<file path="src/rtl/mips_multicycle_datapath.sv">
// Multicycle MIPS-32 datapath: PC/IR/MDR/A/B/ALUOut registers, 32x32 register file,
// ALU and ALU control, steered each cycle by the control word from the control unit.
module mips_multicycle_datapath #(
  parameter logic [31:0] RESET_PC = 32'h0000_0000
) (
  input  logic        Clk,
  input  logic        reset,
  input  logic        IorD,
  input  logic        MemRead,
  input  logic        MemWrite,
  input  logic        MemToReg,
  input  logic        IRWrite,
  input  logic        RegDst,
  input  logic        RegWrite,
  input  logic        ALUSrcA,
  input  logic        PCWrite,
  input  logic        PCWriteCond,
  input  logic [1:0]  ALUSrcB,
  input  logic [1:0]  ALUOp,
  input  logic [1:0]  PCSource,
  output logic [5:0]  Opcode,
  output logic [5:0]  Funct,
  output logic        Zero,
  output logic [31:0] mem_addr,
  output logic [31:0] mem_wdata,
  output logic        mem_read,
  output logic        mem_write,
  input  logic [31:0] mem_rdata,
  output logic [31:0] pc_out
);

  localparam logic [2:0] ALU_ADD = 3'd0;
  localparam logic [2:0] ALU_SUB = 3'd1;
  localparam logic [2:0] ALU_AND = 3'd2;
  localparam logic [2:0] ALU_OR  = 3'd3;
  localparam logic [2:0] ALU_SLT = 3'd4;

  logic [31:0] pc, ir, mdr, a, b, alu_out;
  logic [31:0] regs [32];
  logic [31:0] rs_val, rt_val, imm_ext;
  logic [31:0] src_a, src_b, alu_result, next_pc, wr_data;
  logic [4:0]  wr_addr;
  logic [2:0]  alu_ctrl;
  logic        pc_en;

  assign imm_ext = {{16{ir[15]}}, ir[15:0]};

  // $0 is forced to read zero regardless of storage contents
  assign rs_val = (ir[25:21] == 5'd0) ? 32'd0 : regs[ir[25:21]];
  assign rt_val = (ir[20:16] == 5'd0) ? 32'd0 : regs[ir[20:16]];

  assign src_a = ALUSrcA ? a : pc;

  always_comb begin
    src_b = b;
    case (ALUSrcB)
      2'b00:   src_b = b;
      2'b01:   src_b = 32'd4;
      2'b10:   src_b = imm_ext;
      default: src_b = {imm_ext[29:0], 2'b00};
    endcase
  end

  always_comb begin
    alu_ctrl = ALU_ADD;
    case (ALUOp)
      2'b01: alu_ctrl = ALU_SUB;
      2'b10: begin
        case (ir[5:0])
          6'h22:   alu_ctrl = ALU_SUB;
          6'h24:   alu_ctrl = ALU_AND;
          6'h25:   alu_ctrl = ALU_OR;
          6'h2A:   alu_ctrl = ALU_SLT;
          default: alu_ctrl = ALU_ADD;
        endcase
      end
      default: alu_ctrl = ALU_ADD;
    endcase
  end

  always_comb begin
    alu_result = src_a + src_b;
    case (alu_ctrl)
      ALU_SUB: alu_result = src_a - src_b;
      ALU_AND: alu_result = src_a & src_b;
      ALU_OR:  alu_result = src_a | src_b;
      ALU_SLT: alu_result = {31'd0, ($signed(src_a) < $signed(src_b))};
      default: alu_result = src_a + src_b;
    endcase
  end

  assign Zero = (alu_result == 32'd0);

  always_comb begin
    next_pc = alu_result;
    case (PCSource)
      2'b00:   next_pc = alu_result;
      2'b01:   next_pc = alu_out;
      2'b10:   next_pc = {pc[31:28], ir[25:0], 2'b00};
      default: next_pc = pc;
    endcase
  end

  assign pc_en   = PCWrite | (PCWriteCond & Zero);
  assign wr_addr = RegDst ? ir[15:11] : ir[20:16];
  assign wr_data = MemToReg ? mdr : alu_out;

  always_ff @(posedge Clk) begin
    if (reset) begin
      pc      <= RESET_PC;
      ir      <= 32'd0;
      mdr     <= 32'd0;
      a       <= 32'd0;
      b       <= 32'd0;
      alu_out <= 32'd0;
      for (int i = 0; i < 32; i++) regs[i] <= 32'd0;
    end else begin
      if (pc_en) pc <= next_pc;
      if (IRWrite) ir <= mem_rdata;
      mdr     <= mem_rdata;
      a       <= rs_val;
      b       <= rt_val;
      alu_out <= alu_result;
      if (RegWrite && (wr_addr != 5'd0)) regs[wr_addr] <= wr_data;
    end
  end

  assign Opcode    = ir[31:26];
  assign Funct     = ir[5:0];
  assign mem_addr  = IorD ? alu_out : pc;
  assign mem_wdata = b;
  assign mem_read  = MemRead;
  assign mem_write = MemWrite;
  assign pc_out    = pc;

endmodule

</file>
<file path="config.mk">
export PLATFORM = sky130hd
export DESIGN_NAME = mips_multicycle_datapath
export DESIGN_NICKNAME = d
export VERILOG_FILES = /design/src/rtl/mips_multicycle_datapath.sv
export SDC_FILE = /design/constraint.sdc
export NUM_CORES = 2
export LEC_CHECK = 0
export ABC_CLOCK_PERIOD_IN_PS = 16250
export CELL_PAD_IN_SITES_DETAIL_PLACEMENT = 0
export CELL_PAD_IN_SITES_GLOBAL_PLACEMENT = 2
export CORE_MARGIN = 2
export CORE_UTILIZATION = 49
export DETAILED_ROUTE_END_ITERATION = 6
export DONT_BUFFER_PORTS = 1
export HOLD_SLACK_MARGIN = 0.03
export PLACE_DENSITY_LB_ADDON = 0.2
export SYNTH_ARGS = -nofsm -noshare
export SYNTH_HDL_FRONTEND = slang
export SYNTH_SLANG_ARGS = --single-unit
</file>
<file path="constraint.sdc">
create_clock -name Clk -period 16.25 [get_ports Clk]
set_input_delay 2.4375 -clock Clk [delete_from_list [all_inputs] [get_ports Clk]]
set_output_delay 2.4375 -clock Clk [all_outputs]
set_load 0.005 [all_outputs]
</file>
==> flow_summary.toml <==
[outcome]
status = "finished, final reports clean"

[global_route]
grt_max_degree = 139
antenna_found_initial = 11
grt_pass1_wl_um = 353000
grt_pass1_vias = 46030
track_usage_pct = 37.18
gr-total-overflow = 0

[routing]
antenna_left = 0
vias = 47100
wl_met3_um = 29650
drt_iter0_markers = 6757
routed.top_layer = "met5"
first_pass_iters = 6
wl_met2_um = 115400
drc = 0
met1_length_um = 92580
vias_per_cell = 6.899
route.detailed.wl_per_inst_um = 37.33
wl_um = 254900

[synth]
ys.flop_type = "edfxtp_1"
synth-seq-cells = 1216
postSynthAreaPerCell_sq_um = 12.68
yosysWarnings = 0
synth_seq_area_share_pct = 52.96
syn-cell-area_sq_um = 65320
ys_types = 92
synthArstFlopShare_pct = 0
synth_edf_count = 1024
synth_cells = 5153

[placement]
dp_hpwl_um = 160400
gp_congestion = 0.9511
portBuffers = 0
dp_slack_ns = 6.370
post-place-cells = 6573

[layout]
drive_gt1_share_pct = 21.50
finalNonFillerCells = 6828
nNetsFinal = 5109
fin_util_pct = 54.33
area_growth_pct = 9.760

[worst_hold_path]
min_path_type = "flop to flop"
hp-start = "ir[28]"

[timing]
worstMarginPinSlew_ns = 1.270
skew_ns = 0.03235
rsz0062_at_grt = "false"
fin_crit_sh_pct = 61.32
fin_setup_tns_ns = 0
clock.fmax_mhz = 100.4
maxSlewHeadroom_pct = 15.12
timing.hold.ws_ns = 0.5213
setup_viol = 0
slew_viol_final = 0
setup_slack_ns = 6.286
timing.final.hold_violations = 0
fin_crit_ns = 9.964

[critical_path]
critPathArrivalTime_ns = 7.53
crit_type = "primary input to output pin"
cp.required_ns = 13.81
cp_max_fo = 19
cp-end-kind = "output pin"
rrSetupSlack_ns = 9.71
cp-startpoint = "ALUSrcB[1]"
startpoint_type = "primary input"
reg2reg_from = "ir[15]"

[clock_tree]
cts_tree = "yes"
post_cts_buffers = 0
cts-resized-gates = 0
clkLatencyLatePin_ns = 0.78
clk_pin_slew_ns = 0.06
root_buffer = "clkbuf_16"
htree_levels = 4
numCtsBuffers = 135
postCtsHoldBufs = 0
cts.sinks = 1216
clockBufferDepth = 3

[floorplanning]
coreArea_sq_um = 132000
start_util_pct = 49.50
die_h_um = 369.1
rows = 133
dieArea_sq_um = 136200
die_w_um = 369.1
ios = 161

[pwr]
power_density_nw_per_um2 = 110.9
cellLeakagePower_uw = 0.02421
peakVddDrop_v = 0.0001016

[job]
cap_violations = 0
## per-stage QoR
stage,area [sq um],total power (uW)
3_3_place_gp,67430,4984
4_1_cts,71670,7935
2_1_floorplan,65430,4452
5_1_grt,71670,8138
6_report,71690,7949
3_5_place_dp,67430,4991
## final timing paths
check                           cells past startpoint         to
worst max-delay path                               14       Zero
worst min register to register                      2     ir[28]
worst max register to register                     16  pc_out[3]
worst min-delay path                                2     ir[28]
## Yosys cell counts (68+ instances only)
cell type  count  area (sq um)
mux2_2       137          1543
inv_1        107         401.6
edfxtp_1    1024         30750
dfxtp_1      192          3844
ha_1         102          1276
nor2_1      1200          4504
buf_1         78         292.8
nand2_1      169         634.4
mux2i_1      279          2793
a21oi_1      132         660.6
a221oi_1      68         595.6
mux4_2       484         10900
clkbuf_1     399          1498
o21ai_0       79         395.4
## cells in the final DEF, fill, tap and decap left out, types with 11 or more instances in the layout
master / count
mux2i_4: 32
a211oi_1: 30
clkinv_1: 16
dfxtp_1: 182
a211o_1: 42
nor3_1: 55
buf_4: 144
conb_1: 32
a221o_1: 17
clkbuf_8: 11
a221oi_1: 68
a31oi_1: 11
o221ai_1: 46
nand2b_1: 22
or3_1: 15
clkinv_2: 15
mux2i_1: 247
nor2_1: 1200
inv_1: 106
mux2_2: 137
clkbuf_1: 53
ha_1: 102
o211ai_1: 39
nand4_1: 14
nand3_1: 18
nand2_2: 62
mux4_2: 484
nand2_1: 107
a21oi_1: 131
nor2b_1: 54
a22o_1: 13
edfxtp_1: 1024
and2_1: 20
o21ai_0: 79
o22ai_1: 58
clkbuf_16: 141
o31ai_1: 18
a21o_1: 26
## registers in the layout, indices dropped and copies added, names as in the netlist
signal and flops:
pc_out 32, alu_out 32, mem_wdata 32, regs 1024, ir 32, mdr 32
a 32
## area by class of cell
| class | count | area (sq um) |
|---|---|---|
| antenna | 9 | 22.52 |
| clock buffer | 205 | 3879 |
| clock inverter | 41 | 356.6 |
| fill | 11020 | 60270 |
| inverter | 108 | 406.6 |
| multi-input combinational | 3344 | 29000 |
| sequential | 1216 | 34630 |
| tap | 1755 | 2196 |
| timing repair buffer | 150 | 1201 |
## kinds of logic after synthesis
family	after synthesis	synth area share, %
simple gates	1629	10.41
xor+xnor	9	0.1207
mux	902	23.36
compound gates	668	7.367
other cells	1	0.005741
flops	1216	52.96
buf+inv	624	3.754
fa+ha+maj	104	2.015
## metal layers
layer / vias to the layer above / GRT usage (%)
met4: 14 / 21.50
met2: 3217 / 56.99
met5: - / 0
met1: 24130 / 48.14
li1: 19080 / -
met3: 660 / 9.457
## power by group
group	internal (uW)	total [uW]	switching, uW
sequential	3510	3670	158
combinational	452	1300	845
clock	1710	2980	1270
total	5670	7950	2270
## critical path, cell delays in order
cell       delay, ns
and2_1          0.60
a21oi_1         0.06
o21ai_0         0.37
ha_1            0.52
nand3_1         0.28
nor2_1          0.30
nand2_1         0.08
a2111oi_1       1.06
nor2_1          0.15
a221o_1         0.39
a21oi_1         0.27
and4_1          0.24
and4_1          0.46
and2_1          0.29
No activity file was read; power rests on OpenSTA's default activity.
